<file path="config.mk">
export PLATFORM = sky130hd
export DESIGN_NAME = timer_interrupt_controller
export DESIGN_NICKNAME = d
export VERILOG_FILES = /design/src/rtl/timer_interrupt_controller.sv
export SDC_FILE = /design/constraint.sdc
export NUM_CORES = 1
export LEC_CHECK = 0
export CORE_ASPECT_RATIO = 0.75
export CORE_MARGIN = 1.5
export CORE_UTILIZATION = 40
export DETAILED_ROUTE_END_ITERATION = 10
export GPL_ROUTABILITY_DRIVEN = 0
export PLACE_DENSITY_LB_ADDON = 0.2
export SYNTH_ARGS = -nofsm -noshare
export SYNTH_HDL_FRONTEND = slang
export SYNTH_SLANG_ARGS = --single-unit
export TNS_END_PERCENT = 1
</file>
<file path="constraint.sdc">
create_clock -name clock -period 3.8 [get_ports clock]
set_input_delay 0.38 -clock clock [delete_from_list [all_inputs] [get_ports clock]]
set_output_delay 0.38 -clock clock [all_outputs]
set_load 0.1 [all_outputs]
</file>
<file path="src/rtl/timer_interrupt_controller.sv">
// -----------------------------------------------------------------------------
// timer_interrupt_controller
//
// Programmable down-counting timer with a prescaler, optional auto-reload and
// a level interrupt towards the CPU. It is driven through a four-register bus:
//   address 0 CONTROL : bit0 enable, bit1 auto_reload, bit2 irq_enable (R/W)
//   address 1 PERIOD  : reload value (R/W)
//   address 2 COUNT   : current count (read-only, writes ignored)
//   address 3 STATUS  : bit0 pending, bit1 overrun (write 1 to clear)
//
// Ports
//   clock                 single clock, all state changes on its rising edge
//   reset                 asynchronous, active-high reset
//   address               register select
//   write / read          bus strobes, sampled on the clock edge
//   data_in               write data
//   data_out              registered read data, holds while read is low
//   interrupt_request     pending AND irq_enable
//   interrupt_acknowledge one-cycle pulse from the CPU, clears pending
//
// Timing of a start: the CONTROL write edge arms the timer (COUNT <= PERIOD,
// prescaler <= 0, enable <= 1) while the FSM is still IDLE; the FSM enters
// RUNNING on the following edge and the prescaler counts from there. With
// PRESCALE=P and PERIOD=N the first expiry therefore lands 1 + P*N edges after
// the write edge, and every P*N edges after that in auto-reload mode.
//
// DATA_WIDTH must be at least 3 so CONTROL fits on the data bus.
// -----------------------------------------------------------------------------
module timer_interrupt_controller #(
    parameter int DATA_WIDTH = 16,
    parameter int PRESCALE   = 1
) (
    input  logic                  clock,
    input  logic                  reset,
    input  logic [1:0]            address,
    input  logic                  write,
    input  logic                  read,
    input  logic [DATA_WIDTH-1:0] data_in,
    output logic [DATA_WIDTH-1:0] data_out,
    output logic                  interrupt_request,
    input  logic                  interrupt_acknowledge
);

    // A one-bit prescaler is kept even for PRESCALE=1; it simply stays at 0.
    localparam int PS_W = (PRESCALE > 1) ? $clog2(PRESCALE) : 1;
    localparam logic [PS_W-1:0]       PS_LAST   = PS_W'(PRESCALE - 1);
    localparam logic [PS_W-1:0]       PS_ONE    = PS_W'(1);
    localparam logic [DATA_WIDTH-1:0] COUNT_ONE = DATA_WIDTH'(1);

    typedef enum logic {
        IDLE    = 1'b0,
        RUNNING = 1'b1
    } state_t;

    state_t                  state_reg;
    logic                    enable_reg;
    logic                    auto_reload_reg;
    logic                    irq_enable_reg;
    logic [DATA_WIDTH-1:0]   period_reg;
    logic [DATA_WIDTH-1:0]   count_reg;
    logic [PS_W-1:0]         prescale_reg;
    logic                    pending_reg;
    logic                    overrun_reg;
    logic [DATA_WIDTH-1:0]   data_out_reg;

    logic                    pending_next;
    logic                    overrun_next;

    // -------------------------------------------------------------------------
    // Bus decode
    // -------------------------------------------------------------------------
    logic control_wr;
    logic period_wr;
    logic status_wr;

    assign control_wr = write && (address == 2'd0);
    assign period_wr  = write && (address == 2'd1);
    assign status_wr  = write && (address == 2'd3);

    // -------------------------------------------------------------------------
    // Zero-extended CONTROL / STATUS read words
    // -------------------------------------------------------------------------
    logic [2:0]            control_bits;
    logic [1:0]            status_bits;
    logic [DATA_WIDTH-1:0] control_word;
    logic [DATA_WIDTH-1:0] status_word;

    assign control_bits = {irq_enable_reg, auto_reload_reg, enable_reg};
    assign status_bits  = {overrun_reg, pending_reg};

    genvar gi;
    generate
        for (gi = 0; gi < DATA_WIDTH; gi++) begin : g_rd_bit
            if (gi < 3) begin : g_ctrl_used
                assign control_word[gi] = control_bits[gi];
            end else begin : g_ctrl_zero
                assign control_word[gi] = 1'b0;
            end
            if (gi < 2) begin : g_stat_used
                assign status_word[gi] = status_bits[gi];
            end else begin : g_stat_zero
                assign status_word[gi] = 1'b0;
            end
        end
    endgenerate

    // -------------------------------------------------------------------------
    // Tick / expiry qualification
    // -------------------------------------------------------------------------
    logic stop_req;
    logic tick;
    logic expiry;
    logic pending_clr;
    logic overrun_clr;

    // A stop request in RUNNING freezes COUNT, so it also suppresses any tick
    // that would have happened on the same edge.
    assign stop_req    = (state_reg == RUNNING) && control_wr && !data_in[0];
    assign tick        = (state_reg == RUNNING) && !stop_req && (prescale_reg == PS_LAST);
    // COUNT <= 1 covers PERIOD=0, which therefore expires every tick like 1.
    assign expiry      = tick && (count_reg <= COUNT_ONE);
    assign pending_clr = interrupt_acknowledge || (status_wr && data_in[0]);
    assign overrun_clr = status_wr && data_in[1];

    // Setting wins over clearing for pending, and an overrun is only recorded
    // when the previous interrupt is still outstanding after this edge's clears.
    always_comb begin
        pending_next = pending_reg;
        overrun_next = overrun_reg;
        if (expiry && pending_reg && !pending_clr) begin
            overrun_next = 1'b1;
        end else if (overrun_clr) begin
            overrun_next = 1'b0;
        end
        if (expiry) begin
            pending_next = 1'b1;
        end else if (pending_clr) begin
            pending_next = 1'b0;
        end
    end

    // -------------------------------------------------------------------------
    // Timer FSM together with CONTROL, COUNT and prescaler
    // -------------------------------------------------------------------------
    always_ff @(posedge clock or posedge reset) begin
        if (reset) begin
            state_reg       <= IDLE;
            enable_reg      <= 1'b0;
            auto_reload_reg <= 1'b0;
            irq_enable_reg  <= 1'b0;
            count_reg       <= '0;
            prescale_reg    <= '0;
        end else begin
            case (state_reg)
                IDLE: begin
                    if (control_wr) begin
                        enable_reg      <= data_in[0];
                        auto_reload_reg <= data_in[1];
                        irq_enable_reg  <= data_in[2];
                        if (data_in[0]) begin
                            count_reg    <= period_reg;
                            prescale_reg <= '0;
                        end
                    end else if (enable_reg) begin
                        // Armed on the previous edge: start counting now.
                        state_reg <= RUNNING;
                    end
                end
                RUNNING: begin
                    if (stop_req) begin
                        enable_reg      <= 1'b0;
                        auto_reload_reg <= data_in[1];
                        irq_enable_reg  <= data_in[2];
                        prescale_reg    <= '0;
                        state_reg       <= IDLE;
                    end else begin
                        // Re-enabling while running only updates the mode bits.
                        if (control_wr) begin
                            auto_reload_reg <= data_in[1];
                            irq_enable_reg  <= data_in[2];
                        end
                        if (prescale_reg == PS_LAST) begin
                            prescale_reg <= '0;
                        end else begin
                            prescale_reg <= prescale_reg + PS_ONE;
                        end
                        if (tick) begin
                            if (!expiry) begin
                                count_reg <= count_reg - COUNT_ONE;
                            end else if (auto_reload_reg) begin
                                count_reg <= period_reg;
                            end else begin
                                count_reg    <= '0;
                                enable_reg   <= 1'b0;
                                prescale_reg <= '0;
                                state_reg    <= IDLE;
                            end
                        end
                    end
                end
                default: begin
                    state_reg <= IDLE;
                end
            endcase
        end
    end

    // -------------------------------------------------------------------------
    // PERIOD, STATUS and read data
    // -------------------------------------------------------------------------
    always_ff @(posedge clock or posedge reset) begin
        if (reset) begin
            period_reg   <= '0;
            pending_reg  <= 1'b0;
            overrun_reg  <= 1'b0;
            data_out_reg <= '0;
        end else begin
            if (period_wr) begin
                period_reg <= data_in;
            end
            pending_reg <= pending_next;
            overrun_reg <= overrun_next;
            // Reads sample the registers before this edge's updates, so a
            // same-cycle write to the addressed register returns the old value.
            if (read) begin
                case (address)
                    2'd0:    data_out_reg <= control_word;
                    2'd1:    data_out_reg <= period_reg;
                    2'd2:    data_out_reg <= count_reg;
                    default: data_out_reg <= status_word;
                endcase
            end
        end
    end

    assign data_out          = data_out_reg;
    assign interrupt_request = pending_reg && irq_enable_reg;

endmodule

</file>
# ---- Yosys cells after proc, flatten, opt, wreduce, memory -nomap -nowiden
# Index checks and enable logic that the tools add are counted.
dict set report word_totals {
  reg_bits 55
  in_bits 23
}
dict set report classes {
  add_sub_neg 2
  n_lt_le_gt_ge 1
  eq_ne 10
  muxes 39
  bitwise 2
  n_reduce_logical 23
}
# op count
set ops {}
lappend ops {{16-bit two-way mux} 6}
lappend ops {{16-bit one-hot mux with 3 select lines} 1}
lappend ops {{16-bit one-hot mux with 2 select lines} 1}
lappend ops {{1-bit two-way mux} 26}
lappend ops {{16-bit by 1-bit <= comparator with 1-bit output, second input constant} 1}
lappend ops {{16-bit by 1-bit subtractor with 16-bit output, second input constant} 1}
lappend ops {{1-bit logical AND} 13}
lappend ops {{1-bit one-hot mux with 2 select lines} 5}
lappend ops {{4-bit AND reduction} 2}
lappend ops {{2-bit inequality test, second input constant} 3}
lappend ops {{3-bit by 1-bit inequality test with 1-bit output, second input constant} 2}
lappend ops {{2-bit == test, second input constant} 2}
lappend ops {{2-bit nonzero test} 2}
lappend ops {{1-bit logical NOT} 3}
lappend ops {{3-bit by 2-bit inequality test with 1-bit output, second input constant} 1}
lappend ops {{2-bit by 1-bit == test with 1-bit output, second input constant} 1}
lappend ops {{2-bit logical NOT} 1}
lappend ops {{2-bit by 1-bit inequality test with 1-bit output, second input constant} 1}
lappend ops {{1-bit inverter} 2}
lappend ops {{2-bit AND reduction} 1}
lappend ops {{1-bit adder, second input constant} 1}
lappend ops {{1-bit logical OR} 1}

# ---- Logic depth before layout (Yosys ltp)
dict set report logic_depth {
  depth_word 12
  depth_mapped 8
}

# ---- Worst setup path before layout
# Ideal clock, no wire load.
dict set report synth_path {
  path_type {input port to flip-flop}
  from {input port address[0]}
  to {register count_reg[5]}
  setup_ns 0.126
  arrival_ns 1.905
  required_ns 3.674
  setup_slack_ns 1.769
  path_stages 7
  cell_sequence {buf_4 > or4b_4 > o21a_2 > nand2_1 > o21ai_2 > buf_2 > a221o_1}
}
dict set report synth_between {
  elab_chain_cells 12
  word_cells_on_any_way 16
  cone_classes {eq/ne (3); mux (4); reduce/logical (9)}
}
# element line
set synth_lines {}
lappend synth_lines {{start, declared} 35} ;# input logic [1:0] address,
lappend synth_lines {{2-bit logical NOT (*)} 76} ;# assign control_wr = write && (address == 2'd0);
lappend synth_lines {{1-bit logical AND (*)} 76}
lappend synth_lines {{1-bit logical AND (2 in a row)} 118} ;# assign stop_req = (state_reg == RUNNING) && control_wr && !data_in[0];
lappend synth_lines {{1-bit logical NOT} 119} ;# assign tick = (state_reg == RUNNING) && !stop_req && (prescale_reg == PS_LAST);
lappend synth_lines {{1-bit logical AND (2 in a row)} 119}
lappend synth_lines {{1-bit logical AND} 121} ;# assign expiry = tick && (count_reg <= COUNT_ONE);
lappend synth_lines {{16-bit two-way mux} 188} ;# if (!expiry) begin
lappend synth_lines {{16-bit two-way mux} 187} ;# if (tick) begin
lappend synth_lines {{16-bit two-way mux} 170} ;# if (stop_req) begin
lappend synth_lines {{16-bit one-hot mux with 2 select lines} 154} ;# case (state_reg)
lappend synth_lines {{end signal, assigned} 161} ;# count_reg <= period_reg;
lappend synth_lines {{end signal, assigned} 189} ;# count_reg <= count_reg - COUNT_ONE;
lappend synth_lines {{end signal, assigned} 191} ;# count_reg <= period_reg;
lappend synth_lines {{end, declared} 60} ;# logic [DATA_WIDTH-1:0] count_reg;
# Mark *: on every way between the ends. The rest lies on a longest branch, timed or not. The select of a mux whose other input is x is not followed.
# A chain may end at the register's enable or synchronous reset.

# ---- Final worst setup path
dict set report layout_path {
  from {input port address[0]}
  to {register count_reg[12]}
}
# Same word-level chain as after synthesis.

==> metrics.txt <==
number of setup violations in the final report=0; initial cell density of the core=0.423; Detailed Routing Iterations Pass 1=4; result of the run=completed; met2 Use GR=0.273; Final HPWL DP=approximately 4.4 mm; share of post-route cells with drive strength above 1=0.144; area taken by multi-input logic gates=0.00125 mm²; combined global-route utilization of all metal layers=0.194; total area of sequential cells=0.00135 mm²; peak fanout along the critical path=12; count of cell types in the netlist=46; die extent in x=98.1 µm; source of the critical timing path=address[0]; beginning of the worst register-to-register path=count_reg[7]$_DFFE_PP0P_; number of warning messages in the yosys log=0; final cycle utilization of the critical path=0.665; Crit path required time=about 4 ns; number of max-capacitance violations reported=0; TritonCTS buffer count=5; clk root buf=sky130_fd_sc_hd__clkbuf_8; Post-synth ARST share=1.00; routed vias=approximately 2.1k; number of cells produced by synthesis=263; class of the tightest hold or removal check=register to register; total number of clock tree sinks=54; clock latency on the worst-skew pair=~0.31 ns; number of core rows=25; worst hold start=overrun_reg$_DFFE_PP0P_; Post-CTS Setup Bufs=0; H-tree levels=2; DRT iter0 DRCs=243; clock slew seen by the registers of the worst setup and hold paths=0.10 ns; RSZ-0062 raised after global routing=false; remaining design rule violation count=0; met1 Usage GRT=0.306; ports placed on the boundary=40; Syn Area/Cell=a little over 10 µm²; post-route setup TNS=0 ns; filler cell count in the final layout=596; antenna cell count=0; Fmax achieved=0.395 GHz; number of nets in the finished design=roughly 320; DIE AREA=0.00729 mm²; ratio of routed vias to standard cells=5.63; Setup Crit Path Kind=primary input to register; kind of end point of the critical path=register; final global-route overflow total=0; cell area after synthesis=about 0.0027 mm²; via count of the first global-routing pass=~2.1k; met3 Resource Use GR=0.0338; number of hold violations in the final report=0; Worst Skew=0.00675 ns; Slew headroom=0.270; slew at the pin closest to its max-slew limit=roughly 1.1 ns; final critical-path required period=2.53 ns; total wire length after detailed routing=6.40 mm; arrival time worst endpoint=2.73 ns; Antenna Nets Post-Route=0; # resized after CTS=0; CTS Hold Buffers Added=0; Critical Path Source Type=primary input; floorplan die height=74.3 µm; number of synthesized register bits=54; part of the Yosys area used for sequential elements=0.498; most heavily used metal layer in global routing=met1; Mapped Nets=288; initial antenna violation count=0; final max-slew violation count=0; global-route wire length before repair=11.0 mm; input/output buffers=39; dominant register cell in the synthesized netlist=sky130_fd_sc_hd__dfrtp_1; EDFF count, synth=0; Clock Tree Buf Depth=2; area inside the core boundary=around 0.0064 mm²; power per cell area=685 mW/mm²; IR drop worst, VDD=0.259 mV; WL/cell=16.9 µm; largest net degree at the start of global routing=55; synthesis-to-finish area growth=20.5%; share of the core filled with cells in the final layout=0.510; CTS tree=yes; Leakage Power=roughly 1.4 nW
[final timing paths]
kind                                               to  slack [ns]  cells after the start
min in group asynchronous    irq_enable_reg$_DFF_PP0_        0.66                      2
max reg2reg                 count_reg[12]$_DFFE_PP0P_        1.35                      5
max                         count_reg[12]$_DFFE_PP0P_        1.27                      6
min reg2reg                   overrun_reg$_DFFE_PP0P_        0.50                      2
min                           overrun_reg$_DFFE_PP0P_        0.50                      2
max in group asynchronous  period_reg[14]$_DFFE_PP0P_        2.46                      2
[per-stage QoR]
| stage | total power, mW | worst slack (ns) | hold WS (ns) | cell area (µm²) | instances |
|---|---|---|---|---|---|
| 2_1_floorplan | 1.65 | 1.77 | 0.442 | 2710 | 263 |
| 3_3_place_gp | 1.88 | 1.05 | 0.471 | 3170 | 372 |
| 3_5_place_dp | 1.90 | 0.963 | 0.478 | 3170 | 372 |
| 4_1_cts | 2.24 | 1.28 | 0.500 | 3270 | 380 |
| 5_1_grt | 2.40 | 1.06 | 0.533 | 3270 | 380 |
| 6_report | 2.24 | 1.27 | 0.496 | 3270 | 380 |
[synth_stat cells (2+ instances only)]
| library cell | number | area share |
|---|---|---|
| sky130_fd_sc_hd__nor3b_1 | 3 | 0.0083 |
| sky130_fd_sc_hd__nand3_1 | 3 | 0.0055 |
| sky130_fd_sc_hd__mux2_2 | 19 | 0.079 |
| sky130_fd_sc_hd__nand4b_1 | 2 | 0.0065 |
| sky130_fd_sc_hd__a21oi_1 | 17 | 0.031 |
| sky130_fd_sc_hd__nor4_1 | 3 | 0.0069 |
| sky130_fd_sc_hd__dfrtp_1 | 54 | 0.50 |
| sky130_fd_sc_hd__ha_1 | 2 | 0.0092 |
| sky130_fd_sc_hd__nor3_1 | 10 | 0.018 |
| sky130_fd_sc_hd__clkbuf_1 | 11 | 0.015 |
| sky130_fd_sc_hd__mux4_2 | 2 | 0.017 |
| sky130_fd_sc_hd__buf_2 | 4 | 0.0074 |
| sky130_fd_sc_hd__nor2_1 | 30 | 0.042 |
| sky130_fd_sc_hd__o31ai_1 | 3 | 0.0083 |
| sky130_fd_sc_hd__o21ai_0 | 9 | 0.017 |
| sky130_fd_sc_hd__nand4_1 | 3 | 0.0069 |
| sky130_fd_sc_hd__o21ai_1 | 6 | 0.011 |
| sky130_fd_sc_hd__nor2b_1 | 2 | 0.0046 |
| sky130_fd_sc_hd__a22oi_1 | 13 | 0.036 |
| sky130_fd_sc_hd__a211o_1 | 6 | 0.019 |
| sky130_fd_sc_hd__a221o_1 | 10 | 0.037 |
| sky130_fd_sc_hd__or4_1 | 2 | 0.0055 |
| sky130_fd_sc_hd__nand2_1 | 20 | 0.028 |
| sky130_fd_sc_hd__inv_1 | 7 | 0.0097 |
[worst max-delay path, stage by stage]
cell and delay [ns]:
sky130_fd_sc_hd__clkdlybuf4s50_1 0.62, sky130_fd_sc_hd__nor4b_1 0.58, sky130_fd_sc_hd__nor2_1 0.15, sky130_fd_sc_hd__o21ai_1 0.52
sky130_fd_sc_hd__o21ai_0 0.22, sky130_fd_sc_hd__a211o_1 0.26
[cells by family after synthesis]
group	count (synthesis)	share of synthesized area
compound gates	71	0.181
fa+ha+maj	2	0.00922
buf+inv	24	0.0392
flops	54	0.498
mux	22	0.0992
simple gates	90	0.173
[layout make-up]
type | instances | share of cell area
Clock inverter | 2 | 0.00498
Clock buffer | 6 | 0.0253
Sequential cell | 54 | 0.413
Inverter | 7 | 0.00804
Multi-Input combinational cell | 185 | 0.384
Timing Repair Buffer | 45 | 0.133
Tap cell | 81 | 0.0310
[report_power, final]
part	internal (mW)	total, mW	switching (mW)
clock	0.150	0.345	0.194
combinational	0.371	0.972	0.602
sequential	0.726	0.921	0.195
[layout by cell type, fill, tap and decap left out, drive strengths merged, types with 10 or more instances in the layout]
cell,count
mux2,19
nor2,30
a22oi,13
dfrtp,54
nor3,11
nand2,20
a21oi,17
o21ai,16
a221o,10
clkdlybuf4s50,39
[routing by layer]
metal | up-vias | part of all wire
li1 | 1044 | -
met1 | 1030 | 0.53
met2 | 63 | 0.39
met3 | 4 | 0.067
met4 | 0 | 0.0062
met5 | - | 0
Power figures use the tool's default switching activity.
